File: config.mk
export PLATFORM = sky130hd
export DESIGN_NAME = fb_pixel_writer
export DESIGN_NICKNAME = d
export VERILOG_FILES = /design/src/rtl/fb_pixel_writer.sv
export SDC_FILE = /design/constraint.sdc
export NUM_CORES = 1
export LEC_CHECK = 0
export CAP_MARGIN = 15
export CELL_PAD_IN_SITES_DETAIL_PLACEMENT = 2
export CELL_PAD_IN_SITES_GLOBAL_PLACEMENT = 2
export CORE_UTILIZATION = 47
export CTS_BUF_LIST = sky130_fd_sc_hd__clkbuf_2
export DETAILED_ROUTE_END_ITERATION = 7
export PLACE_DENSITY = 0.86
export SKIP_CTS_REPAIR_TIMING = 1
export SYNTH_ARGS = -nofsm -noshare
export SYNTH_HDL_FRONTEND = slang
export SYNTH_SLANG_ARGS = --single-unit
File: constraint.sdc
create_clock -name clk -period 4.03 [get_ports clk]
set_input_delay 0.806 -clock clk [delete_from_list [all_inputs] [get_ports clk]]
set_output_delay 0.806 -clock clk [all_outputs]
set_load 0.01 [all_outputs]
File: src/rtl/fb_pixel_writer.sv
`default_nettype none
// ============================================================================
// Module  : fb_pixel_writer
// Brief   : Clips engine pixels, converts to linear addresses, queues them and
//           writes them to the framebuffer; signals completion after the last write.
// Revision: 1.0  initial release
// ============================================================================
module fb_pixel_writer #(
    parameter int CORDW = 16,
    parameter int H_RES = 640,
    parameter int V_RES = 480,
    parameter int COLRW = 4,
    parameter int ADDRW = 19,
    parameter int DEPTH = 8
) (
    input  logic                    clk,
    input  logic                    rst,
    input  logic signed [CORDW-1:0] x,
    input  logic signed [CORDW-1:0] y,
    input  logic                    drawing,
    input  logic        [COLRW-1:0] colr,
    input  logic                    eng_done,
    output logic                    oe,
    output logic                    fb_we,
    output logic        [ADDRW-1:0] fb_addr,
    output logic        [COLRW-1:0] fb_colr,
    input  logic                    fb_ready,
    output logic                    busy,
    output logic                    done,
    output logic             [15:0] clip_cnt
);

    localparam int PTRW = $clog2(DEPTH);
    localparam int OCCW = PTRW + 2;
    localparam int ENTW = ADDRW + COLRW;

    localparam logic signed [CORDW-1:0] C_H_RES = CORDW'(H_RES);
    localparam logic signed [CORDW-1:0] C_V_RES = CORDW'(V_RES);
    localparam logic        [OCCW-1:0]  C_OE_MAX = OCCW'(DEPTH - 2);

    // registered state
    logic [ENTW-1:0]  mem_q [DEPTH];
    logic [ENTW-1:0]  mem_d [DEPTH];
    logic [PTRW-1:0]  wr_ptr_q, wr_ptr_d;
    logic [PTRW-1:0]  rd_ptr_q, rd_ptr_d;
    logic [PTRW:0]    count_q, count_d;
    logic             s1_valid_q, s1_valid_d;
    logic [ADDRW-1:0] s1_addr_q, s1_addr_d;
    logic [COLRW-1:0] s1_colr_q, s1_colr_d;
    logic             pending_q, pending_d;
    logic [15:0]      clip_cnt_q, clip_cnt_d;

    // combinational helpers
    logic [OCCW-1:0]  occ;
    logic             accept;
    logic             in_bounds;
    logic [31:0]      lin_addr;
    logic             push;
    logic             pop;

    always_comb begin
        occ       = OCCW'(count_q) + OCCW'(s1_valid_q);
        // oe depends only on registered occupancy, never on the engine inputs
        oe        = (occ <= C_OE_MAX);
        accept    = drawing && oe;
        in_bounds = !x[CORDW-1] && (x < C_H_RES) && !y[CORDW-1] && (y < C_V_RES);
        lin_addr  = 32'(32'(y) * 32'(H_RES) + 32'(x));

        fb_we              = (count_q != '0);
        {fb_colr, fb_addr} = mem_q[rd_ptr_q];
        push               = s1_valid_q;
        pop                = fb_we && fb_ready;

        busy = pending_q || (occ != '0);
        done = pending_q && (occ == '0) && !accept;
    end

    always_comb begin
        s1_valid_d = accept && in_bounds;
        s1_addr_d  = s1_addr_q;
        s1_colr_d  = s1_colr_q;
        if (accept && in_bounds) begin
            s1_addr_d = ADDRW'(lin_addr);
            s1_colr_d = colr;
        end

        clip_cnt_d = clip_cnt_q;
        if (accept && !in_bounds && (clip_cnt_q != 16'hFFFF)) begin
            clip_cnt_d = clip_cnt_q + 16'd1;
        end

        // a done pulse also swallows any eng_done arriving in the same cycle
        pending_d = done ? 1'b0 : (pending_q || eng_done);
    end

    // FIFO bookkeeping; the oe threshold guarantees a push always finds space
    always_comb begin
        mem_d    = mem_q;
        wr_ptr_d = wr_ptr_q;
        rd_ptr_d = rd_ptr_q;
        count_d  = count_q;
        if (push) begin
            mem_d[wr_ptr_q] = {s1_colr_q, s1_addr_q};
            wr_ptr_d        = wr_ptr_q + PTRW'(1);
        end
        if (pop) begin
            rd_ptr_d = rd_ptr_q + PTRW'(1);
        end
        case ({push, pop})
            2'b10:   count_d = count_q + (PTRW+1)'(1);
            2'b01:   count_d = count_q - (PTRW+1)'(1);
            default: count_d = count_q;
        endcase
    end

    always_ff @(posedge clk or negedge rst) begin
        if (!rst) begin
            for (int i = 0; i < DEPTH; i++) begin
                mem_q[i] <= '0;
            end
            wr_ptr_q   <= '0;
            rd_ptr_q   <= '0;
            count_q    <= '0;
            s1_valid_q <= 1'b0;
            s1_addr_q  <= '0;
            s1_colr_q  <= '0;
            pending_q  <= 1'b0;
            clip_cnt_q <= '0;
        end else begin
            for (int i = 0; i < DEPTH; i++) begin
                mem_q[i] <= mem_d[i];
            end
            wr_ptr_q   <= wr_ptr_d;
            rd_ptr_q   <= rd_ptr_d;
            count_q    <= count_d;
            s1_valid_q <= s1_valid_d;
            s1_addr_q  <= s1_addr_d;
            s1_colr_q  <= s1_colr_d;
            pending_q  <= pending_d;
            clip_cnt_q <= clip_cnt_d;
        end
    end

    assign clip_cnt = clip_cnt_q;

endmodule
`default_nettype wire

Word level (Yosys, flattened, before mapping)
Cells that the tools add are included.
{"block": "word_totals", "reg_bits": 235, "inputBits": 41, "wordCells": 64}
{"block": "op_classes", "n_addsub": 7, "mul": 1, "magnitude_cmp": 6, "n_eq_ne": 3, "n_mux": 8, "bitwise": 2, "n_reduce_logical": 21}
{"operator": "184-bit bitwise mux", "count": 1}
{"operator": "23-bit binary-select mux with 3-bit select", "count": 1}
{"operator": "23-bit demux with 3-bit select", "count": 1}
{"operator": "23-bit 2-to-1 mux", "count": 3}
{"operator": "19-bit by 16-bit adder with 19-bit output", "count": 1}
{"operator": "16-bit by 1-bit adder with 16-bit output, second input constant", "count": 1}
{"operator": "16-bit by 10-bit less-than comparator with 1-bit output, second input constant", "count": 1}
{"operator": "16-bit by 11-bit less-than comparator with 1-bit output, second input constant", "count": 1}
{"operator": "16-bit by 4-bit multiplier with 12-bit output, second input constant", "count": 1}
{"operator": "16-bit != test, second input constant", "count": 1}
{"operator": "1-bit logical AND", "count": 11}
{"operator": "4-bit >= comparator, second input constant", "count": 2}
{"operator": "3-bit inverter with 4-bit output", "count": 2}
{"operator": "4-bit case mux with 2 select lines", "count": 1}
{"operator": "3-bit by 1-bit adder with 3-bit output, second input constant", "count": 2}
{"operator": "4-bit by 1-bit adder with 5-bit output", "count": 1}
{"operator": "5-bit by 3-bit <= comparator with 1-bit output, second input constant", "count": 1}
{"operator": "5-bit logical NOT", "count": 1}
{"operator": "5-bit nonzero test", "count": 1}
{"operator": "4-bit by 1-bit adder with 4-bit output, second input constant", "count": 1}
{"operator": "1-bit logical NOT", "count": 4}
{"operator": "4-bit by 1-bit less-than comparator with 1-bit output, second input constant", "count": 1}
{"operator": "4-bit nonzero test", "count": 1}
{"operator": "4-bit by 1-bit subtractor with 4-bit output, second input constant", "count": 1}
{"operator": "5 further kinds", "count": 6}

Longest topological paths before layout
{"block": "depth", "ltp_word": 7, "depth_mapped": 15, "depth_no_buf": 15}

Worst setup path before layout
OpenSTA, ideal clock, no wires.
{"block": "synth_timing", "path_kind": "input port to flip-flop", "from": "input port y[2]", "to": "register s1_addr_q[18]", "setup_ps": 131, "t_arrival_ps": 3413, "required_time_ps": 3899, "setup_slack_ps": 486, "stages": 13, "path_buffers": 0, "cell_sequence": "ha_1 > ha_1 > a21o_1 > a21oi_1 > nor2b_1 > o21a_1 > o41ai_1 > xnor2_1 > ha_1 > nor2_1 > a311oi_1 > a211oi_1 > or3b_1"}
{"block": "synth_between", "elab_chain_len": 3, "word_cells_on_any_way": 5, "classes_between": "add/sub: 1; mul: 1; order compare: 1; reduce/logical: 2"}
{"item": "from (decl)", "line_no": "19", "text": "input logic signed [CORDW-1:0] y,"}
{"item": "branches (longest 3 deep; another with 19-bit by 16-bit adder with 19-bit output)"}
{"item": "to (signal assigned)", "line_no": "137", "text": "s1_addr_q <= s1_addr_d;"}
{"item": "to (decl)", "line_no": "48", "text": "logic [ADDRW-1:0] s1_addr_q, s1_addr_d;"}
Several ways; the timed one is not identified.
A chain may end at the register's enable or synchronous reset.

Worst setup path in the final report
{"block": "layout_timing", "from": "register count_q[0]", "to": "output port busy"}
{"block": "layout_between", "elab_chain_len": 3}
{"item": "from (decl)", "line_no": "46", "text": "logic [PTRW:0] count_q, count_d;"}
{"item": "from (signal assigned)", "line_no": "135", "text": "count_q <= count_d;"}
{"item": "4-bit by 1-bit adder with 5-bit output", "line_no": "62", "text": "occ = OCCW'(count_q) + OCCW'(s1_valid_q);"}
{"item": "5-bit nonzero test", "line_no": "74", "text": "busy = pending_q || (occ != '0);"}
{"item": "1-bit logical OR", "line_no": "74"}
{"item": "to (decl)", "line_no": "28", "text": "output logic busy,"}
No other way between the ends.

==> flow_metrics.tcl <==
set metrics [dict create \
    ys.warnings.count 0 \
    die_area_mm2 0.0249 \
    overflow 0 \
    first_iter_violations 319 \
    worstSkewPairLatency_ns 0.93 \
    final_cell_mix "dfrtp_1, mux2_2, clkbuf_2, clkdlybuf4s50_1, mux4_2" \
    setup_slack_ns 0.0516 \
    grt_antenna_before_repair 1 \
    critPathKind "flip-flop to output pin" \
    die-width_um 158 \
    layout_commonest_cell "dfrtp_1" \
    synth_cells 784 \
    cts.sinks 235 \
    drtAntennaViolNets 0 \
    clockBufferDepth 3 \
    ys_seq_area_share_pct 51.6 \
    max_slew_margin_pct 29.9 \
    tns_ns 0 \
    nets 1008 \
    tightest_slew_ns 1.05 \
    io_pins 84 \
    coreArea_mm2 0.0236 \
    slew_violations 0 \
    fmax_mhz 251 \
    grt_pass1_wl_um 56000 \
    use_met2_pct 56.7 \
    synth_cell_types 52 \
    hold_viol_final 0 \
    use_met3_pct 4.74 \
    h-tree-depth 2 \
    rows 56 \
    cts_tree "yes" \
    drt-wirelength-per-cell_um 28.8 \
    power_density_mw_per_mm2 430 \
    final_cell_count_no_fill 1294 \
    gp_congestion 0.794 \
    min_period_ns 3.98 \
    via_per_inst 5.82 \
    fin_crit_sh_pct 98.7 \
    grt_usage_pct 31.0 \
    outcome "completed" \
    drive_gt1_share_pct 41.7 \
    syn-cell-area_mm2 0.0114 \
    top_usage_layer "met2" \
    vias 7535 \
    grt_pass1_vias 8979 \
    cts_buffers 60 \
    dp_hpwl_um 21200 \
    synth_edf_count 0 \
    hold_path_class "input port to asynchronous set/reset pin" \
    arrival_ns 3.17 \
    first_pass_iters 4 \
    worstSetupEndpointType "output pin" \
    use_met1_pct 35.8 \
    worstPathRequired_ns 3.22 \
    peakVddDrop_uv 276 \
    async_flop_share_pct 100 \
    dpl.cell_count 1178 \
    ys_ff_latch 235 \
    holdWs_ns 0.477 \
    synth_ff_type "dfrtp_1" \
    maxCapViolations 0 \
    setup_violations 0 \
    numPortBuffers 83 \
    die_y_um 158 \
    cts-root-buf "clkbuf_2" \
    drt-total-wl_um 37200 \
    fin_skew_ns 0.0821 \
    area_growth_pct 17.3 \
    initial_core_util_pct 48.2 \
    synth.avg_cell_area_um2 14.5 \
    cp-start-kind "flip-flop" \
    leakage_nw 6.49 \
    clkTransAtPathRegs_ns 0.16 \
    cp_max_fo 4 \
    synth_nets 865 \
    grt_max_degree 103 \
    post-route-drc-count 0 \
    pre_cts_ws_ns -0.203 \
]
cell type report:
class,count,area (µm²)
well taps,319,399
clock inverters,24,91.3
multi-input cells,496,5320
fillers,2152,10200
repair buffers,117,1190
diodes,1,2.50
clock buffers,85,425
flip-flops and latches,235,5880
inverters,17,63.8
stage by stage:
stage          total power [W]  cell area [µm²]  util (%)
6_report               0.00575            13400      56.6
3_3_place_gp           0.00387            12800      54.0
5_1_grt                0.00601            13400      56.6
3_5_place_dp           0.00395            12800      54.0
4_1_cts                0.00572            13300      56.2
2_1_floorplan          0.00343            11400         -
per-layer routing:
| metal | part of all wire, % | wire [µm] |
|---|---|---|
| met4 | 3.3 | 1240 |
| met5 | 0 | 0 |
| met1 | 39 | 14500 |
| met2 | 54 | 20100 |
| met3 | 3.7 | 1370 |
final timing paths:
kind | start | to | slack [ns] | cells past startpoint
setup / recovery | count_q[0] | busy | 0.05 | 7
hold / removal | rst | mem_q[182] | 0.48 | 2
setup reg to reg | count_q[0] | clip_cnt[11] | 0.63 | 8
hold reg to reg | clip_cnt[10] | clip_cnt[10] | 0.51 | 1
max in group asynchronous | rst | rd_ptr_q[0] | 2.34 | 3
min in group clk | clip_cnt[10] | clip_cnt[10] | 0.51 | 1
cells in the mapped netlist (2+ instances only):
cell / n / area [µm²]
a211oi_1: 3 / 22.5
a21o_1: 4 / 30.0
a21oi_1: 7 / 35.0
a31oi_1: 3 / 18.8
and3_1: 3 / 18.8
buf_2: 13 / 65.1
buf_6: 2 / 22.5
clkbuf_1: 20 / 75.1
dfrtp_1: 235 / 5880
fa_1: 3 / 60.1
ha_1: 37 / 463
inv_1: 16 / 60.1
mux2_1: 3 / 33.8
mux2_2: 219 / 2470
mux4_2: 46 / 1040
nand2_1: 26 / 97.6
nand2b_1: 3 / 18.8
nand3_1: 9 / 45.0
nand4_1: 11 / 68.8
nand4b_1: 3 / 26.3
nor2_1: 17 / 63.8
nor2b_1: 3 / 18.8
nor3_1: 5 / 25.0
nor3b_1: 4 / 30.0
nor4_1: 2 / 12.5
o2111ai_1: 2 / 17.5
o21a_1: 3 / 22.5
o21ai_0: 18 / 90.1
o31ai_1: 3 / 22.5
or4_1: 2 / 15.0
xnor2_1: 30 / 263
xor2_1: 9 / 78.8
critical path: stages (launching register included):
cell,delay [ns]
dfrtp_2,0.45
ha_2,0.23
ha_2,0.20
and2b_1,0.25
a41oi_2,0.19
or4_4,0.53
or2_2,0.28
dlymetal6s2s_1,0.18
state kept, by name, indices dropped and copies added (netlist names):
name and flops:
mem_q 184, s1_addr_q 19, clip_cnt 16, count_q 4, s1_colr_q 4, rd_ptr_q 3
wr_ptr_q 3, pending_q 1, push 1
kinds of logic after synthesis:
family / Yosys count / share of synthesized area [%]
mux: 269 / 31.1
flops: 235 / 51.6
simple gates: 98 / 4.73
buf+inv: 53 / 2.02
compound gates: 50 / 2.91
fa+ha+maj: 40 / 4.59
xor+xnor: 39 / 3.00
power by group:
group	switching, W	total, W	internal (W)
Clock	0.00111	0.00169	0.000571
Combinational	0.000771	0.00145	0.000680
Sequential	0.000180	0.00261	0.00243
Total	0.00207	0.00575	0.00368
Note: power is estimated with default switching activity, not from simulation.
